File: src/rtl/sub_resp_pipe_if.sv
// Operand/result handshake bundle for sub_resp_pipe.
// The slave modport is the pipe itself; the master modport is the driver/consumer side.
interface sub_resp_pipe_if #(
    parameter int WIDTH = 8
);
    logic [WIDTH-1:0] in1;
    logic [WIDTH-1:0] in2;
    logic             in_valid;
    logic             in_ready;
    logic [WIDTH-1:0] out;
    logic             borrow;
    logic             out_valid;
    logic             out_ready;

    modport slave (
        input  in1, in2, in_valid, out_ready,
        output in_ready, out, borrow, out_valid
    );

    modport master (
        output in1, in2, in_valid, out_ready,
        input  in_ready, out, borrow, out_valid
    );
endinterface

File: src/rtl/sub_resp_pipe.sv
// Two-stage valid/ready subtractor (in1 - in2) with borrow flag and completed-handshake counter.
// Build macro SUB_SAT_EN: when defined, underflowing results clamp to zero instead of wrapping.
module sub_resp_pipe #(
    parameter int WIDTH = 8,
    parameter int CNT_W = 16
) (
    input  logic             clk,
    input  logic             rst,
    sub_resp_pipe_if.slave   bus,
    output logic [CNT_W-1:0] txn_cnt
);
    logic [WIDTH-1:0] s1_a_q, s1_a_d;
    logic [WIDTH-1:0] s1_b_q, s1_b_d;
    logic             s1_valid_q, s1_valid_d;
    logic [WIDTH-1:0] out_q, out_d;
    logic             borrow_q, borrow_d;
    logic             out_valid_q, out_valid_d;
    logic [CNT_W-1:0] cnt_q, cnt_d;
    logic [WIDTH:0]   diff;
    logic             stall;

    assign stall = out_valid_q && !bus.out_ready;
    // Zero-extended subtraction: the top bit is set exactly when s1_a < s1_b.
    assign diff  = {1'b0, s1_a_q} - {1'b0, s1_b_q};

    always_comb begin
        s1_a_d      = s1_a_q;
        s1_b_d      = s1_b_q;
        s1_valid_d  = s1_valid_q;
        out_d       = out_q;
        borrow_d    = borrow_q;
        out_valid_d = out_valid_q;
        cnt_d       = cnt_q;

        if (!stall) begin
            s1_a_d      = bus.in1;
            s1_b_d      = bus.in2;
            s1_valid_d  = bus.in_valid;
            borrow_d    = diff[WIDTH];
            out_valid_d = s1_valid_q;
`ifdef SUB_SAT_EN
            out_d       = diff[WIDTH] ? '0 : diff[WIDTH-1:0];
`else
            out_d       = diff[WIDTH-1:0];
`endif
        end

        if (out_valid_q && bus.out_ready) begin
            cnt_d = cnt_q + {{(CNT_W-1){1'b0}}, 1'b1};
        end
    end

    always_ff @(posedge clk or posedge rst) begin
        if (rst) begin
            s1_a_q      <= '0;
            s1_b_q      <= '0;
            s1_valid_q  <= 1'b0;
            out_q       <= '0;
            borrow_q    <= 1'b0;
            out_valid_q <= 1'b0;
            cnt_q       <= '0;
        end else begin
            s1_a_q      <= s1_a_d;
            s1_b_q      <= s1_b_d;
            s1_valid_q  <= s1_valid_d;
            out_q       <= out_d;
            borrow_q    <= borrow_d;
            out_valid_q <= out_valid_d;
            cnt_q       <= cnt_d;
        end
    end

    // in_ready is combinational on out_ready so a draining consumer frees the pipe the same cycle.
    assign bus.in_ready  = !stall;
    assign bus.out       = out_q;
    assign bus.borrow    = borrow_q;
    assign bus.out_valid = out_valid_q;
    assign txn_cnt       = cnt_q;
endmodule

File: src/flat_wrapper.sv
// flat-port wrapper written by rule: the top's interface ports become plain ports
module sub_resp_pipe_flat 
#(
    parameter int WIDTH = 8,
    parameter int CNT_W = 16
)
  (clk, rst, txn_cnt, bus_in1, bus_in2, bus_in_valid, bus_out_ready, bus_in_ready, bus_out, bus_borrow, bus_out_valid);
  sub_resp_pipe_if #(.WIDTH(WIDTH)) bus_i ();
  input  logic clk;
  input  logic rst;
  output logic [CNT_W-1:0] txn_cnt;
  input wire logic [$bits(bus_i.in1)-1:0] bus_in1;
  input wire logic [$bits(bus_i.in2)-1:0] bus_in2;
  input wire logic [$bits(bus_i.in_valid)-1:0] bus_in_valid;
  input wire logic [$bits(bus_i.out_ready)-1:0] bus_out_ready;
  output wire logic [$bits(bus_i.in_ready)-1:0] bus_in_ready;
  output wire logic [$bits(bus_i.out)-1:0] bus_out;
  output wire logic [$bits(bus_i.borrow)-1:0] bus_borrow;
  output wire logic [$bits(bus_i.out_valid)-1:0] bus_out_valid;
  assign bus_i.in1 = bus_in1;
  assign bus_i.in2 = bus_in2;
  assign bus_i.in_valid = bus_in_valid;
  assign bus_i.out_ready = bus_out_ready;
  assign bus_in_ready = bus_i.in_ready;
  assign bus_out = bus_i.out;
  assign bus_borrow = bus_i.borrow;
  assign bus_out_valid = bus_i.out_valid;
  sub_resp_pipe #(.WIDTH(WIDTH), .CNT_W(CNT_W)) u_core (.clk(clk), .rst(rst), .bus(bus_i), .txn_cnt(txn_cnt));
endmodule
File: config.mk
export PLATFORM = sky130hd
export DESIGN_NAME = sub_resp_pipe_flat
export DESIGN_NICKNAME = d
export VERILOG_FILES = /design/src/rtl/sub_resp_pipe_if.sv /design/src/rtl/sub_resp_pipe.sv /design/src/flat_wrapper.sv
export SDC_FILE = /design/constraint.sdc
export NUM_CORES = 1
export LEC_CHECK = 0
export BUFFER_PORTS_ARGS = -buffer_cell sky130_fd_sc_hd__buf_2
export CAP_MARGIN = 20
export CORE_UTILIZATION = 56
export CTS_BUF_LIST = sky130_fd_sc_hd__clkbuf_8
export CTS_CLUSTER_DIAMETER = 150
export CTS_CLUSTER_SIZE = 20
export DETAILED_ROUTE_END_ITERATION = 6
export PLACE_DENSITY = 0.82
export RECOVER_POWER = 50
export SLEW_MARGIN = 30
export SYNTH_ARGS = -nofsm -noshare
export SYNTH_HDL_FRONTEND = slang
export SYNTH_SLANG_ARGS = --single-unit
File: constraint.sdc
create_clock -name clk -period 2 [get_ports clk]
set_input_delay 0.5 -clock clk [delete_from_list [all_inputs] [get_ports clk]]
set_output_delay 0.5 -clock clk [all_outputs]
set_load 0.02 [all_outputs]
==> After elaboration in Yosys (flattened, before gate mapping) <==
Index checks and enable logic that the tools add are counted.
{ "word_totals": {"mem_count": 0, "wordCells": 13, "in_bits": 20, "regBits": 43, "ram_bits": 0, "latch_bits": 0, "out_inout_bits": 27, "rom_bits": 0} }
{ "op_classes": {"n_mux": 0, "n_lt_le_gt_ge": 0, "n_shift": 0, "n_bitwise": 0, "add_sub_neg": 2, "n_eq_ne": 0, "mul": 0, "n_reduce_logical": 4, "div_mod_pow": 0} }
{ "op_table": {"columns": ["op", "count"], "rows": [
  ["$add A16 B1 Y16 const B", 1],
  ["$sub A8 B8 Y9", 1],
  ["$logic_and A1 B1 Y1", 2],
  ["$logic_not A1 Y1", 2]
]} }

==> Longest topological paths before layout <==
{ "logic_depth": {"ltp_word": 3, "mapped_depth": 7, "mapped_depth_nobuf": 7} }

==> Worst setup path after synthesis <==
OpenSTA, ideal clock, no wires.
{ "synth_timing": {"kind": "register to output", "start": "reg u_core.out_valid_q, in the netlist u_core.bus.out_valid", "end": "out bus_in_ready", "n_path_buf": 3, "path_stages_with_launch": 6, "t_required_ns": 1.500, "slack_ns": 0.341, "arrival_time_ns": 1.159, "path_cell_list": "dfrtp_1 nor2b_2 buf_6 inv_2 buf_6 buf_2"} }
{ "synth_via": {"elab_chain_cells": 2} }
{ "synth_rtl": {"columns": ["element", "line_no", "source"], "rows": [
  ["from (decl)", "sub_resp_pipe.sv:17", "logic out_valid_q, out_valid_d;"],
  ["from (signal assigned)", "sub_resp_pipe.sv:68", "out_valid_q <= out_valid_d;"],
  ["$logic_and A1 B1 Y1", "sub_resp_pipe.sv:22", "assign stall = out_valid_q && !bus.out_ready;"],
  ["$logic_not A1 Y1", null, null],
  ["to (decl)", "flat_wrapper.sv:16", "output wire logic [$bits(bus_i.in_ready)-1:0] bus_in_ready;"]
]} }
No other way between the ends.

==> Final worst setup path <==
Ends and elaborated chain as after synthesis.

==> run metrics <==
status complete, no violations; worst skew pair latency 0.29 ns; Synth top area share 50.2%; Power Internal 1.83 mW; Slew Viols, Final 0; mean post-synth cell area 10.2 um2; CP top delay family flip-flops; first-pass GRT wire length 6800 um; Diodes inserted 0; Worst Reg-to-Reg Cells 6; Die X 63.9 um; crit path kind flip-flop to output port; distinct cell type count after synthesis 39; hpwl dp 2870 um; setup slack after layout ~0.25 ns; routability cong. just over 0.8; commonest non-fill, non-tap cells in the layout buf_2 (46), dfrtp_1 (43), nand2_1 (42), inv_1 (12); setup violators final 0; share of layout cells above drive strength 1 between 20% and 30%; final antenna-violating net count 0; Worst EP arrival 1.25 ns; startpoint types flip-flop; Synth async-reset ratio 100%; Worst path slowest cell dfrtp_1; Finished Cell Area between 2000 and 3000 um2; sequential share of power 42.9%; Clock Tree Buf Depth 2; initial antenna violation count 0; PostCTS Resize Cnt 0; Clk pwr share 24.3%; Crit. path cell count 3; CP Max Fanout 11; chip height 63.9 um; RSZ-0062 raised after global routing no; WL final between 3000 and 4000 um; Placed Instances 302; Port Buffers 46; Worst Max-Slew Pin Slew 1.02 ns; EDFF count, synth 0; H-tree depth 2; final hold slack 0.405 ns; relative slew slack 31.8%; hold-fix buffers at CTS 0; Sink Count 43; dominant synthesized flop cell dfrtp_1; sw frac approximately 35%; initial drt markers 90; Die Area about 4100 um2; crit path capture type output port; synth warn 0; Seq/Total Area, Yosys 50.2%; setup TNS 0 ns; Root Driver clkbuf_8; largest net degree at the start of global routing 44; post-CTS setup buffers 0; area added between synthesis and finish 17.6%; syn nets 241; leak pwr about 1.3 nW; CTS buffer count 5; fmax 572 MHz; Cell Pwr Density 1120 nW/um2; All-Layer GR Usage 21.6%; synthesized cell area between 2000 and 2500 um2; First-pass DRT Iterations 4; Final Skew 0.00284 ns; fillcell total roughly 300; Vias between 1500 and 2000; CP required around 1.5 ns; Peak VDD IR 0.000636 V; CP cell instances nor2b_1 > inv_2 > buf_2; largest cells by area after synthesis dfrtp_1 (50%), nand2_1 (7.4%), ha_1 (5.3%); dpl ws roughly 0.31 ns; Switch Pwr between 1 and 1.5 mW; Final Hold Fails 0; vias in the first global route 1560; CP bufs+invs 2; class of the worst hold path input pin to flip-flop; Max-Cap Viols 0; area leader, netlist dfrtp_1; CTS tree yes; initial core utilization between 50% and 60%; worst hold path stage count 3; Post-Synthesis Cells 211; Logic pwr share 32.7%; final-stage net count 291; drt wl/cell ~13 um; # DRC 0; minimum clock period 1.75 ns; Core Footprint 3660 um2; most common cell after layout, fill and taps aside buf_2; Via density 5.27; grt total ovfl 0; Std-Cell Rows 22; Post-DP Area 2430 um2; Clock transition at path regs roughly 0.08 ns; Top Ports 47; Final period util 87.3%; CP max stage delay 0.42 ns; post-route non-filler standard cell count 310; Yosys reg bits 43
## final cells by class
type	instances	area [um2]	area share, %
Clock buffer	6	82.6	3.28
Clock inverter	2	35.0	1.39
Inverter	13	48.8	1.94
Multi-Input combinational cell	148	963	38.2
Sequential cell	43	1080	42.7
Tap cell	48	60.1	2.38
Timing Repair Buffer	50	255	10.1
## flip-flops by register name (all words and copies together), names as in the netlist
signal / flops
u_core.s1_valid_q: 1
u_core.s1_b_q: 8
u_core.s1_a_q: 8
u_core.bus.out: 8
u_core.txn_cnt: 16
u_core.bus.borrow: 1
u_core.bus.out_valid: 1
## stage by stage
step	total power, mW	util (%)
2_1_floorplan	1.88	-
6_report	2.83	68.9
3_5_place_dp	2.17	66.4
4_1_cts	2.87	69.6
5_1_grt	3.01	68.9
3_3_place_gp	2.14	66.4
## worst register-to-register path, stage by stage (launching register included)
cell,delay (ns)
dfrtp_1,0.38
ha_1,0.22
fa_1,0.41
nor2b_1,0.16
o31a_1,0.19
a211oi_1,0.07
a21o_1,0.17
## path summary, 6_finish.rpt
path,start,to,slack [ns]
max in group asynchronous,rst,u_core.s1_b_q[1]$_DFFE_PP0N_,0.85
max,u_core.bus.out_valid$_DFFE_PP0N_,bus_in_ready,0.25
min reg2reg,u_core.s1_valid_q$_DFFE_PP0N_,u_core.bus.out_valid$_DFFE_PP0N_,0.46
min,bus_in2[0],u_core.s1_b_q[0]$_DFFE_PP0N_,0.41
min in group asynchronous,rst,u_core.txn_cnt[11]$_DFFE_PP0P_,0.51
max reg2reg,u_core.s1_b_q[0]$_DFFE_PP0N_,u_core.bus.out[4]$_DFFE_PP0N_,0.29
## metal layers
metal / global-route usage [%] / wire [um] / vias up
li1: - / - / 821
met1: 28.3 / 1870 / 772
met2: 35.4 / 1860 / 37
met3: 5.00 / 140 / 4
met4: 7.10 / 31 / 0
met5: 0 / 0 / -
## power groups by stage
stage	combinational (mW)	sequential [mW]	clock, mW
2_1_floorplan	0.491	1.39	0
3_3_place_gp	0.909	1.23	0
3_5_place_dp	0.936	1.24	0
4_1_cts	0.944	1.22	0.704
5_1_grt	1.03	1.24	0.737
6_report	0.927	1.22	0.689
## kinds of logic (layout without fill, tap and decap cells)
group	count (synthesis)	count (layout)	synth area share (%)
fa+ha+maj	10	10	6.19
buf+inv	20	71	4.44
flops	43	43	50.2
mux	1	1	0.525
simple gates	88	88	21.9
xor+xnor	16	16	6.54
compound gates	33	33	10.2
## cell usage after synthesis (2+ instances only)
cell,instances
o21ai_1,10
or3_1,3
a211oi_1,3
a21oi_1,4
xor2_1,9
inv_1,12
buf_2,4
o31a_1,3
ha_1,9
buf_6,2
dfrtp_1,43
xnor2_1,7
nand3b_1,3
nor3_1,6
nand2_1,42
and3_1,2
o31ai_1,3
nor3b_1,4
nand3_1,8
nor2b_1,2
o21ai_0,3
nor2_1,9
o21a_1,4
Note: power is estimated with default switching activity, not from simulation.
